--- src/rtl/branch_resolve_unit.sv ---
// branch_resolve_unit: in-order tracker of in-flight branch predictions. It resolves the
// oldest branch at execute, trains the predictor and raises mispredict with a redirect PC.
//   clk, reset                 clock; synchronous active-high reset
//   predictValid/PC/T/Taken/Confidence  fetch-side enqueue of a predicted branch
//   flushIn                    discard every in-flight entry
//   exValid/exPC/exRs1/exRs2/exTarget   execute-side operands of the oldest branch
//   queueFull/queueEmpty/inFlight       occupancy
//   branchResolved/actualTaken/resolvedPC/resolvedConfidence  predictor training (registered)
//   mispredict/redirectPC      pipeline redirect (registered)
//   overflow/orderError        sticky error flags
//   resolvedCount/mispredictCount       saturating statistics
module branch_resolve_unit #(
  parameter int DEPTH = 4,
  parameter int PTR_W = 2
) (
  input  logic             clk,
  input  logic             reset,
  input  logic             predictValid,
  input  logic [31:0]      predictPC,
  input  logic [2:0]       predictT,
  input  logic             predictTaken,
  input  logic [3:0]       predictConfidence,
  input  logic             flushIn,
  input  logic             exValid,
  input  logic [31:0]      exPC,
  input  logic [31:0]      exRs1,
  input  logic [31:0]      exRs2,
  input  logic [31:0]      exTarget,
  output logic             queueFull,
  output logic             queueEmpty,
  output logic [PTR_W:0]   inFlight,
  output logic             branchResolved,
  output logic             actualTaken,
  output logic [31:0]      resolvedPC,
  output logic             mispredict,
  output logic [31:0]      redirectPC,
  output logic [3:0]       resolvedConfidence,
  output logic             overflow,
  output logic             orderError,
  output logic [15:0]      resolvedCount,
  output logic [15:0]      mispredictCount
);
  logic [31:0]      pcQ   [DEPTH];
  logic [2:0]       tQ    [DEPTH];
  logic             takenQ[DEPTH];
  logic [3:0]       confQ [DEPTH];
  logic [PTR_W-1:0] rptr, wptr;
  logic [PTR_W:0]   count;
  logic             deq, mis, enq, taken, eq, lts, ltu;
  logic [2:0]       headT;

  assign inFlight   = count;
  assign queueFull  = count == (PTR_W+1)'(DEPTH);
  assign queueEmpty = count == '0;
  assign headT      = tQ[rptr];
  assign eq         = exRs1 == exRs2;
  assign lts        = $signed(exRs1) < $signed(exRs2);
  assign ltu        = exRs1 < exRs2;

  always_comb begin
    taken = headT == 3'b000 ? eq   :
            headT == 3'b001 ? !eq  :
            headT == 3'b100 ? lts  :
            headT == 3'b101 ? !lts :
            headT == 3'b110 ? ltu  :
            headT == 3'b111 ? !ltu : 1'b0;
    deq = exValid && !queueEmpty && exPC == pcQ[rptr];
    mis = deq && taken != takenQ[rptr];
    // a mispredicting resolve makes any same-cycle fetch wrong-path; a clean pop frees a slot
    enq = predictValid && !flushIn && !mis && (!queueFull || deq);
  end

  always_ff @(posedge clk) begin
    if (enq) begin
      pcQ[wptr]    <= predictPC;
      tQ[wptr]     <= predictT;
      takenQ[wptr] <= predictTaken;
      confQ[wptr]  <= predictConfidence;
    end
  end

  always_ff @(posedge clk) begin
    if (reset) begin
      rptr               <= '0;
      wptr               <= '0;
      count              <= '0;
      branchResolved     <= 1'b0;
      actualTaken        <= 1'b0;
      resolvedPC         <= '0;
      mispredict         <= 1'b0;
      redirectPC         <= '0;
      resolvedConfidence <= '0;
      overflow           <= 1'b0;
      orderError         <= 1'b0;
      resolvedCount      <= '0;
      mispredictCount    <= '0;
    end else if (flushIn) begin
      rptr           <= '0;
      wptr           <= '0;
      count          <= '0;
      branchResolved <= 1'b0;
      mispredict     <= 1'b0;
    end else begin
      branchResolved <= deq;
      mispredict     <= mis;
      if (deq) begin
        rptr               <= rptr + 1'b1;
        actualTaken        <= taken;
        resolvedPC         <= pcQ[rptr];
        redirectPC         <= taken ? exTarget : exPC + 32'd4;
        resolvedConfidence <= confQ[rptr];
        if (~&resolvedCount) resolvedCount <= resolvedCount + 16'd1;
      end
      if (mis && ~&mispredictCount) mispredictCount <= mispredictCount + 16'd1;
      // a mispredict drops every younger entry, so the write pointer snaps to the new head
      wptr  <= mis ? rptr + 1'b1 : enq ? wptr + 1'b1 : wptr;
      count <= mis ? '0 : count + (PTR_W+1)'(enq) - (PTR_W+1)'(deq);
      if (predictValid && queueFull && !deq) overflow <= 1'b1;
      if (exValid && !deq) orderError <= 1'b1;
    end
  end
endmodule

--- config.mk ---
export PLATFORM = sky130hd
export DESIGN_NAME = branch_resolve_unit
export DESIGN_NICKNAME = d
export VERILOG_FILES = /design/src/rtl/branch_resolve_unit.sv
export SDC_FILE = /design/constraint.sdc
export NUM_CORES = 1
export LEC_CHECK = 0
export BUFFER_PORTS_ARGS = -buffer_cell sky130_fd_sc_hd__buf_2
export CORE_AREA = 2 2 174 142
export DETAILED_ROUTE_END_ITERATION = 16
export DIE_AREA = 0 0 176 144
export HOLD_SLACK_MARGIN = 0.1
export PLACE_DENSITY = 0.88
export SYNTH_ARGS = -nofsm -noshare
export SYNTH_HDL_FRONTEND = slang
export SYNTH_SLANG_ARGS = --single-unit
--- constraint.sdc ---
create_clock -name clk -period 5.75 [get_ports clk]
set_clock_uncertainty 0.15 [all_clocks]
set_input_delay 0.2875 -clock clk [delete_from_list [all_inputs] [get_ports clk]]
set_output_delay 0.2875 -clock clk [all_outputs]
set_load 0.1 [all_outputs]
==> flow_metrics.py, run 1 <==
metrics = {
    "yosys": {
        "synth.distinct_cells": 58,
        "synth_warnings": 0,
        "syn-num-nets": 1344,
        "synthTopCellsByCount": "nand2_1, edfxtp_1, dfxtp_1",
        "synth.most_common_cell": "nand2_1",
        "yosysSeqAreaShare": 0.554,
        "synthCells": 1130,
        "ys_async_sr_fraction": 0,
        "synth_area_leader_cell": "edfxtp_1",
        "syn_area_sq_mm": 0.0128,
        "synthTopCellsByArea": "edfxtp_1, dfxtp_1, mux4_2",
        "ys_ff_latch": 274,
        "syn_area_per_cell_sq_um": 11.3,
        "synth_edf_count": 160,
        "ys.flop_type": "edfxtp_1",
        "synth_top_cell_area_share": 0.376,
    },
    "timing": {
        "fin_crit_ps": 5140,
        "setup_viol": 0,
        "maxSlewViolCount": 0,
        "max_slew_margin": 0.381,
        "hold_viol_final": 0,
        "fin_setup_tns_ps": 0,
        "finalCritPeriodShare": 0.895,
        "fmax_ghz": 0.194,
        "rsz0062_at_grt": "no",
        "worst_pin_slew_ps": 928,
    },
    "floorplan": {
        "die_area_sq_mm": 0.0253,
        "start_util": 0.538,
        "rows": 51,
        "dieWidth_microns": 176,
        "io_pins": 283,
        "die_h_microns": 144,
        "coreArea_sq_mm": 0.0238,
    },
    "layout": {
        "syn_to_final_growth_pct": 28.6,
        "drive_gt1_frac": 0.284,
        "final_core_util": 0.691,
        "fin_nets": 1711,
    },
    "grt": {
        "grt_overflow": 0,
        "grt_pass1_vias": 10500,
        "grt_max_degree": 66,
        "grt_pass1_wl_microns": 59300,
        "antenna_found_initial": 12,
        "grt_use_total": 0.309,
    },
    "route": {
        "antenna_left": 0,
        "firstDrtPassIters": 5,
        "num_vias": 10900,
        "routed_wirelength_microns": 40400,
        "drcViolationCount": 0,
        "vias_per_cell": 5.87,
        "drt_iter0_markers": 1265,
        "wl_per_cell_microns": 21.9,
    },
    "clock_tree": {
        "htreeDepth": 1,
        "postCtsResizedCells": 0,
        "clk_pin_slew_ps": 80,
        "insertion_delay_ps": 560,
        "post_cts_buffers": 0,
        "cts_tree": "yes",
        "hold_buffers": 93,
        "cts.path.max_buffers": 3,
        "cts_buffers": 28,
        "cts_sinks": 274,
        "cts-root-buf": "clkbuf_16",
    },
    "power_and_ir_drop": {
        "p_sw_mw": 1.00,
        "internal_power_mw": 3.33,
        "combPwrFrac": 0.088,
        "power_density_mw_per_mm2": 263,
        "switching_share": 0.231,
        "power_frac_clock": 0.427,
        "power.leakage_nw": 6.46,
        "vdd_ir_drop_max_uv": 217,
        "seq_power_share": 0.484,
    },
    "worst_setup_path": {
        "setup.worst_path.class": "flip-flop to flip-flop",
        "cp.arrival_ps": 5180,
        "worstPathMaxFanout": 40,
        "critPathLaunchType": "flip-flop",
        "required_ps": 5780,
        "end_kind": "flip-flop",
    },
    "status": {
        "status": "finished, final reports clean",
    },
    "placed_design": {
        "io_buffers": 282,
        "gp_congestion": 0.950,
        "dp_hpwl_microns": 27800,
    },
    "min_path": {
        "hold_path_class": "input port to flip-flop",
    },
    "run": {
        "cap_violations": 0,
    },
}
## power groups by stage
stage / Clock (mW) / Combinational, mW / Sequential, mW
floorplan: 0 / 0.174 / 2.15
global placement: 0 / 0.314 / 2.14
detailed placement: 0 / 0.324 / 2.14
CTS: 1.86 / 0.371 / 2.10
global route: 1.94 / 0.409 / 2.10
finish: 1.85 / 0.382 / 2.10
## kinds of logic after synthesis
| logic type | count (synthesis) | share of synthesized area |
|---|---|---|
| compound gates | 146 | 0.0668 |
| xor+xnor | 75 | 0.0513 |
| simple gates | 395 | 0.143 |
| fa+ha+maj | 41 | 0.0407 |
| buf+inv | 108 | 0.0368 |
| flops | 274 | 0.554 |
| mux | 91 | 0.107 |
## flip-flops by register name, summed over array words and instances (netlist names), 2 cells and up, named ones only
name and flops:
wptr 2, takenQ 4, inFlight 3, rptr 2, resolvedConfidence 4, tQ 12
redirectPC 32, resolvedPC 32, mispredictCount 16, pcQ 128, confQ 16, resolvedCount 16
## routing by layer
layer,vias to the layer above,global-route usage,share of wire
li1,4810,-,-
met1,5194,0.390,0.38
met2,689,0.518,0.47
met3,154,0.0636,0.092
met4,4,0.142,0.052
met5,-,0,0.00084
## worst max-delay path, cell delays in order, from the launching register on
cell and delay [ps]:
dfxtp_2 940, mux4_2 650, xnor2_1 300, nand4_1 140
nor4b_1 400, or4b_4 560, nor3_2 360, o21ai_0 280
a21o_1 360, nor2_4 110, buf_4 520
## path summary, 6_finish.rpt
kind	start	to	slack [ps]	cells after the start
max	flip-flop	pcQ[2][9]$_DFFE_PP_	610	10
min	exPC[2]	redirectPC[2]$_SDFFE_PP0P_	160	4
max reg2reg	flip-flop	pcQ[2][9]$_DFFE_PP_	610	10
min reg2reg	resolvedPC[27]$_SDFFE_PP0P_	resolvedPC[27]$_SDFFE_PP0P_	300	2
## per-stage QoR
stage / instances / area [sq um] / power [mW] / worst slack (ps) / hold WS (ps)
floorplan: 1130 / 12800 / 2.32 / 319 / 217
global placement: 1692 / 14600 / 2.45 / 899 / 284
detailed placement: 1692 / 14600 / 2.47 / 723 / 290
CTS: 1837 / 16400 / 4.33 / 624 / 124
global route: 1846 / 16500 / 4.45 / 261 / 198
finish: 1848 / 16500 / 4.33 / 606 / 161
## cell type report
type / count / area [sq um]
Timing Repair Buffer: 390 / 2520
Tap cell: 318 / 398
Antenna cell: 11 / 27.5
Clock buffer: 35 / 747
Multi-Input combinational cell: 748 / 5280
Clock inverter: 17 / 193
Inverter: 55 / 206
Sequential cell: 274 / 7090
Fill cell: 1579 / 7340
## layout by cell type (no fill, tap or decap), types with 5 or more instances in the layout
master,Yosys,final
clkbuf_1,29,5
clkinv_2,0,5
xor2_1,23,23
o21ai_0,11,11
and2_1,6,6
nor2b_1,10,10
nand4_1,26,26
mux4_2,33,33
buf_4,2,11
nor4_1,5,5
dfxtp_1,114,112
xnor2_1,52,52
nor2_1,70,66
nor3_1,22,21
mux2_2,37,37
and3_1,14,14
o211ai_1,5,5
nand3_1,40,39
edfxtp_1,160,160
inv_1,54,54
a211oi_1,6,6
buf_12,0,5
mux2i_1,20,20
ha_1,40,40
diode_2,0,11
clkbuf_16,0,28
dlygate4sd3_1,0,93
buf_2,16,281
a21oi_1,95,95
and4_1,6,6
nand2_1,177,177
Power figures use the tool's default switching activity.
==> run 2, diff against run 1 <==
Settings changed: BUFFER_PORTS_ARGS -buffer_cell sky130_fd_sc_hd__buf_2 to -buffer_cell sky130_fd_sc_hd__clkbuf_2, HOLD_SLACK_MARGIN 0.1 to 0.02.
==> run 2 against run 1 <==
  * Utilization down 1.7 points
  * Critical path type unchanged
  * Highest routed layer unchanged
  * Power down 2.4%
  * Largest power group unchanged
  * Global-route usage down 1.1 points
  * Wire length is 3.1% lower
  * Cell area fell by 2.4%
  * Critical endpoint is now inFlight[2]$_SDFF_PP0_
  * Maximum frequency fell by 2.3%
  * Sequential share of layout area grew 1.1 points
  * Count of clock-buffer cells in the layout rose by 5
  * Via count shrank 1.9%
==> flow_metrics.py, run 2 (synthesized netlist as in run 1, its figures left out) <==
metrics = {
    "route": {
        "firstDrtPassIters": 7,
        "num_vias": 10600,
        "antenna_left": 0,
        "routed_wirelength_microns": 39100,
        "vias_per_cell": 5.88,
        "wl_per_cell_microns": 21.6,
        "drt_iter0_markers": 1182,
        "drcViolationCount": 0,
    },
    "run": {
        "cap_violations": 0,
    },
    "clock_tree": {
        "clk_pin_slew_ps": 60,
        "insertion_delay_ps": 550,
        "htreeDepth": 1,
        "cts_sinks": 274,
        "post_cts_buffers": 0,
        "cts.path.max_buffers": 3,
        "cts_buffers": 27,
        "cts-root-buf": "clkbuf_16",
        "cts_tree": "yes",
    },
    "timing": {
        "max_slew_margin": 0.359,
        "hold_ws_ps": 21.5,
        "fin_crit_ps": 5260,
        "finalCritPeriodShare": 0.915,
        "setup_viol": 0,
        "rsz0062_at_grt": "no",
        "maxSlewViolCount": 0,
        "fin_setup_tns_ps": 0,
        "hold_viol_final": 0,
        "worst_pin_slew_ps": 958,
        "fin_ws_ps": 486,
        "fmax_ghz": 0.190,
    },
    "floorplan": {
        "die_h_microns": 144,
        "die_area_sq_mm": 0.0253,
        "rows": 51,
        "io_pins": 283,
        "start_util": 0.538,
        "coreArea_sq_mm": 0.0238,
        "dieWidth_microns": 176,
    },
    "grt": {
        "grt_overflow": 0,
        "grt_use_total": 0.298,
        "grt_pass1_wl_microns": 56900,
        "grt_pass1_vias": 10100,
        "grt_max_degree": 71,
        "antenna_found_initial": 7,
    },
    "layout": {
        "seq_area_sq_mm": 0.00709,
        "fin_nets": 1679,
        "multi_input_area_sq_mm": 0.00528,
        "syn_to_final_growth_pct": 25.6,
        "final_cell_mix": "clkbuf_2, nand2_1, edfxtp_1",
        "fillers": 1632,
        "largest_reg_flops": 128,
        "instances_no_fill": 1811,
        "largestRegisters": "pcQ x128, redirectPC x32, resolvedPC x32",
        "drive_gt1_frac": 0.291,
        "design_area_sq_mm": 0.0161,
        "mostFrequentLayoutCell": "clkbuf_2",
        "top_register": "pcQ",
    },
    "worst_setup_path": {
        "required_ps": 6020,
        "cp.arrival_ps": 5530,
        "critPathLaunchType": "flip-flop",
        "end_kind": "flip-flop",
        "setup.worst_path.class": "flip-flop to flip-flop",
        "worstPathMaxFanout": 27,
    },
    "placed_design": {
        "gp_congestion": 0.945,
        "dp_hpwl_microns": 28700,
        "dp_cells": 1695,
        "place_ws_ps": 607,
        "io_buffers": 282,
        "dpl_cell_area_sq_mm": 0.0146,
    },
    "min_path": {
        "hold_path_class": "input port to flip-flop",
    },
    "power_and_ir_drop": {
        "power.leakage_nw": 6.20,
        "switching_share": 0.226,
        "vdd_ir_drop_max_uv": 197,
        "internal_power_mw": 3.27,
        "seq_power_share": 0.496,
        "power_frac_clock": 0.416,
        "power_density_mw_per_mm2": 263,
        "p_sw_mw": 0.957,
        "combPwrFrac": 0.088,
    },
    "status": {
        "status": "finished, final reports clean",
    },
}
==> run 2: power groups by stage <==
stage | Combinational, mW | Sequential [mW] | Clock [mW]
3_5_place_dp | 0.328 | 2.14 | 0
5_1_grt | 0.397 | 2.10 | 1.84
2_1_floorplan | 0.174 | 2.15 | 0
6_report | 0.372 | 2.10 | 1.76
3_3_place_gp | 0.317 | 2.14 | 0
4_1_cts | 0.363 | 2.10 | 1.76
==> run 2: per-stage QoR <==
step                      power [mW]   util
after floorplan                 2.32      -
after global placement          2.46  0.612
after detailed placement        2.47  0.612
after CTS                       4.22  0.674
after global routing            4.34  0.675
final                           4.23  0.675
==> run 2: worst max-delay path, cell delays in order, from the launching register on <==
cell	delay [ps]
dfxtp_2	840
mux4_2	630
xnor2_1	280
nand4_1	130
nor4b_1	370
or4b_4	550
nor3_1	560
nand2_1	190
a21oi_1	290
a31o_2	160
ha_1	140
inv_1	50
fa_1	400
xor2_1	190
xnor2_1	150
nor2_1	60
==> run 2: final cells by class <==
class                   instances  share of cell area
clock inverters                10             0.00514
diodes                          7             0.00109
repair buffers                359               0.136
multi-input cells             748               0.329
clock buffers                  40              0.0501
flip-flops and latches        274               0.441
inverters                      55              0.0129
well taps                     318              0.0248
==> run 2: worst paths after layout <==
kind,from,endpoint,slack (ps),cells past startpoint
worst max-delay path,flip-flop,inFlight[2]$_SDFF_PP0_,490,15
worst min-delay path,exTarget[4],redirectPC[4]$_SDFFE_PP0P_,20,4
worst max register to register,flip-flop,inFlight[2]$_SDFF_PP0_,490,15
worst min register to register,redirectPC[21]$_SDFFE_PP0P_,redirectPC[21]$_SDFFE_PP0P_,300,2
==> run 2: repair_timing <==
action / CTS / global route
endpoints found under the hold margin: 181 / 0
gates resized for setup: 0 / 0
hold buffers: 59 / 0
==> run 2: routing by layer <==
metal / track usage / up-vias / share of wire
met4: 0.111 / 4 / 0.035
met3: 0.0584 / 119 / 0.10
met1: 0.395 / 5077 / 0.38
met5: 0 / - / 0.00061
met2: 0.492 / 690 / 0.48
li1: - / 4754 / -
==> run 3, diff against run 2 <==
Settings changed: CORE_AREA 2 2 174 142 to 2 2 217 177, DIE_AREA 0 0 176 144 to 0 0 219 179, PLACE_DENSITY 0.88 to 0.63.
==> run 3 against run 2 <==
  * Cell count increased by 10%
  * Sequential power barely moved
  * Via count shrank 6.9%
  * Critical path type unchanged
  * Largest power group unchanged
  * Highest routed layer unchanged
==> flow_metrics.py, run 3 (synthesized netlist as in run 1, its figures left out) <==
metrics = {
    "layout": {
        "final_core_util": 0.440,
        "mostFrequentLayoutCell": "clkbuf_2",
        "largestRegisters": "pcQ x128, redirectPC x32, resolvedPC x32",
        "instances_no_fill": 1994,
        "syn_to_final_growth_pct": 28.3,
        "drive_gt1_frac": 0.286,
        "largest_reg_flops": 128,
        "fin_nets": 1692,
        "final_cell_mix": "clkbuf_2, nand2_1, edfxtp_1",
        "top_register": "pcQ",
        "design_area_sq_mm": 0.0164,
    },
    "floorplan": {
        "io_pins": 283,
        "rows": 64,
        "die_h_microns": 179,
        "coreArea_sq_mm": 0.0373,
        "dieWidth_microns": 219,
        "die_area_sq_mm": 0.0392,
        "start_util": 0.343,
    },
    "clock_tree": {
        "cts.path.max_buffers": 3,
        "htreeDepth": 1,
        "cts_buffers": 27,
        "postCtsResizedCells": 0,
        "insertion_delay_ps": 540,
        "cts-root-buf": "clkbuf_16",
        "hold_buffers": 74,
        "post_cts_buffers": 0,
        "cts_sinks": 274,
        "clk_pin_slew_ps": 60,
        "cts_tree": "yes",
    },
    "route": {
        "drt_iter0_markers": 857,
        "wl_per_cell_microns": 18.8,
        "num_vias": 9908,
        "vias_per_cell": 4.97,
        "routed_wirelength_microns": 37500,
        "firstDrtPassIters": 5,
        "antenna_left": 0,
        "drcViolationCount": 0,
    },
    "worst_setup_path": {
        "required_ps": 6020,
        "cp.arrival_ps": 5570,
        "end_kind": "flip-flop",
        "setup.worst_path.class": "flip-flop to flip-flop",
        "worstPathMaxFanout": 26,
        "critPathLaunchType": "flip-flop",
    },
    "power_and_ir_drop": {
        "internal_power_mw": 3.31,
        "seq_power_share": 0.491,
        "power_density_mw_per_mm2": 260,
        "combPwrFrac": 0.087,
        "switching_share": 0.224,
        "power_frac_clock": 0.422,
        "p_sw_mw": 0.956,
        "total_power_mw": 4.27,
        "power.leakage_nw": 6.25,
        "vdd_ir_drop_max_uv": 206,
    },
    "min_path": {
        "hold_path_class": "input port to flip-flop",
    },
    "timing": {
        "setup_viol": 0,
        "fin_crit_ps": 5300,
        "max_slew_margin": 0.306,
        "fin_setup_tns_ps": 0,
        "maxSlewViolCount": 0,
        "fin_ws_ps": 447,
        "finalCritPeriodShare": 0.922,
        "worst_pin_slew_ps": 1030,
        "fmax_ghz": 0.189,
        "hold_ws_ps": 53.8,
        "rsz0062_at_grt": "no",
        "hold_viol_final": 0,
    },
    "placed_design": {
        "place_ws_ps": 541,
        "io_buffers": 282,
        "dpl_cell_area_sq_mm": 0.0148,
        "gp_congestion": 0.869,
        "dp_hpwl_microns": 27700,
        "dp_cells": 1870,
    },
    "grt": {
        "grt_max_degree": 83,
        "use_met1": 0.262,
        "grt_use_total": 0.187,
        "grt_pass1_wl_microns": 56000,
        "busiest_layer": "met2",
        "grt_pass1_vias": 9536,
        "antenna_found_initial": 4,
        "use_met2": 0.295,
        "grtUsageMet3": 0.0489,
        "grt_overflow": 0,
    },
    "run": {
        "cap_violations": 0,
    },
    "status": {
        "status": "finished, final reports clean",
    },
}
==> run 3: changes by cell type in the layout (fill, tap and decap cells not counted), sizes merged <==
cell	change
clkinv	+4
dlygate4sd3	+15
inv	-2
clkinvlp	+1
bufinv	+2
buf	-2
diode	-6
clkbuf	-6
==> run 3: critical path: stages (launching register included) <==
cell and delay [ps]:
dfxtp_2 850, buf_4 370, mux4_2 560, xnor2_1 310, o2111ai_1 210, or4b_4 570
nor3_1 680, nand2_1 160, a21oi_1 250, a31o_2 150, ha_1 130, inv_1 50
fa_1 360, xor2_1 160, xnor2_1 150, nor2_1 50
==> run 3: layout make-up <==
cell class                 instances  area (sq um)
fill                            3499         20900
inverter                          55           206
multi-input combinational        748          5290
timing repair buffer             372          2310
antenna                            1          2.50
sequential                       274          7090
clock inverter                    15           155
tap                              495           619
clock buffer                      34           743
==> run 3: power groups by stage <==
stage                     sequential, mW  clock, mW  combinational, mW
final                               2.10       1.80              0.370
after floorplan                     2.15          0              0.174
after detailed placement            2.14          0              0.324
after global routing                2.10       1.92              0.407
after global placement              2.14          0              0.319
after CTS                           2.10       1.83              0.370
==> run 3: final timing paths <==
| kind | start | endpoint | slack [ps] | cells past startpoint |
|---|---|---|---|---|
| setup reg to reg | flip-flop | inFlight[2]$_SDFF_PP0_ | 450 | 15 |
| hold / removal | exTarget[19] | redirectPC[19]$_SDFFE_PP0P_ | 50 | 4 |
| setup / recovery | flip-flop | inFlight[2]$_SDFF_PP0_ | 450 | 15 |
| hold reg to reg | redirectPC[4]$_SDFFE_PP0P_ | redirectPC[4]$_SDFFE_PP0P_ | 300 | 2 |
==> run 3: metal layers <==
metal  up-vias  wire [microns]
li1       4764               -
met1      4704           17000
met3        46            3060
met4         6             599
met2       388           16800
met5         -              31
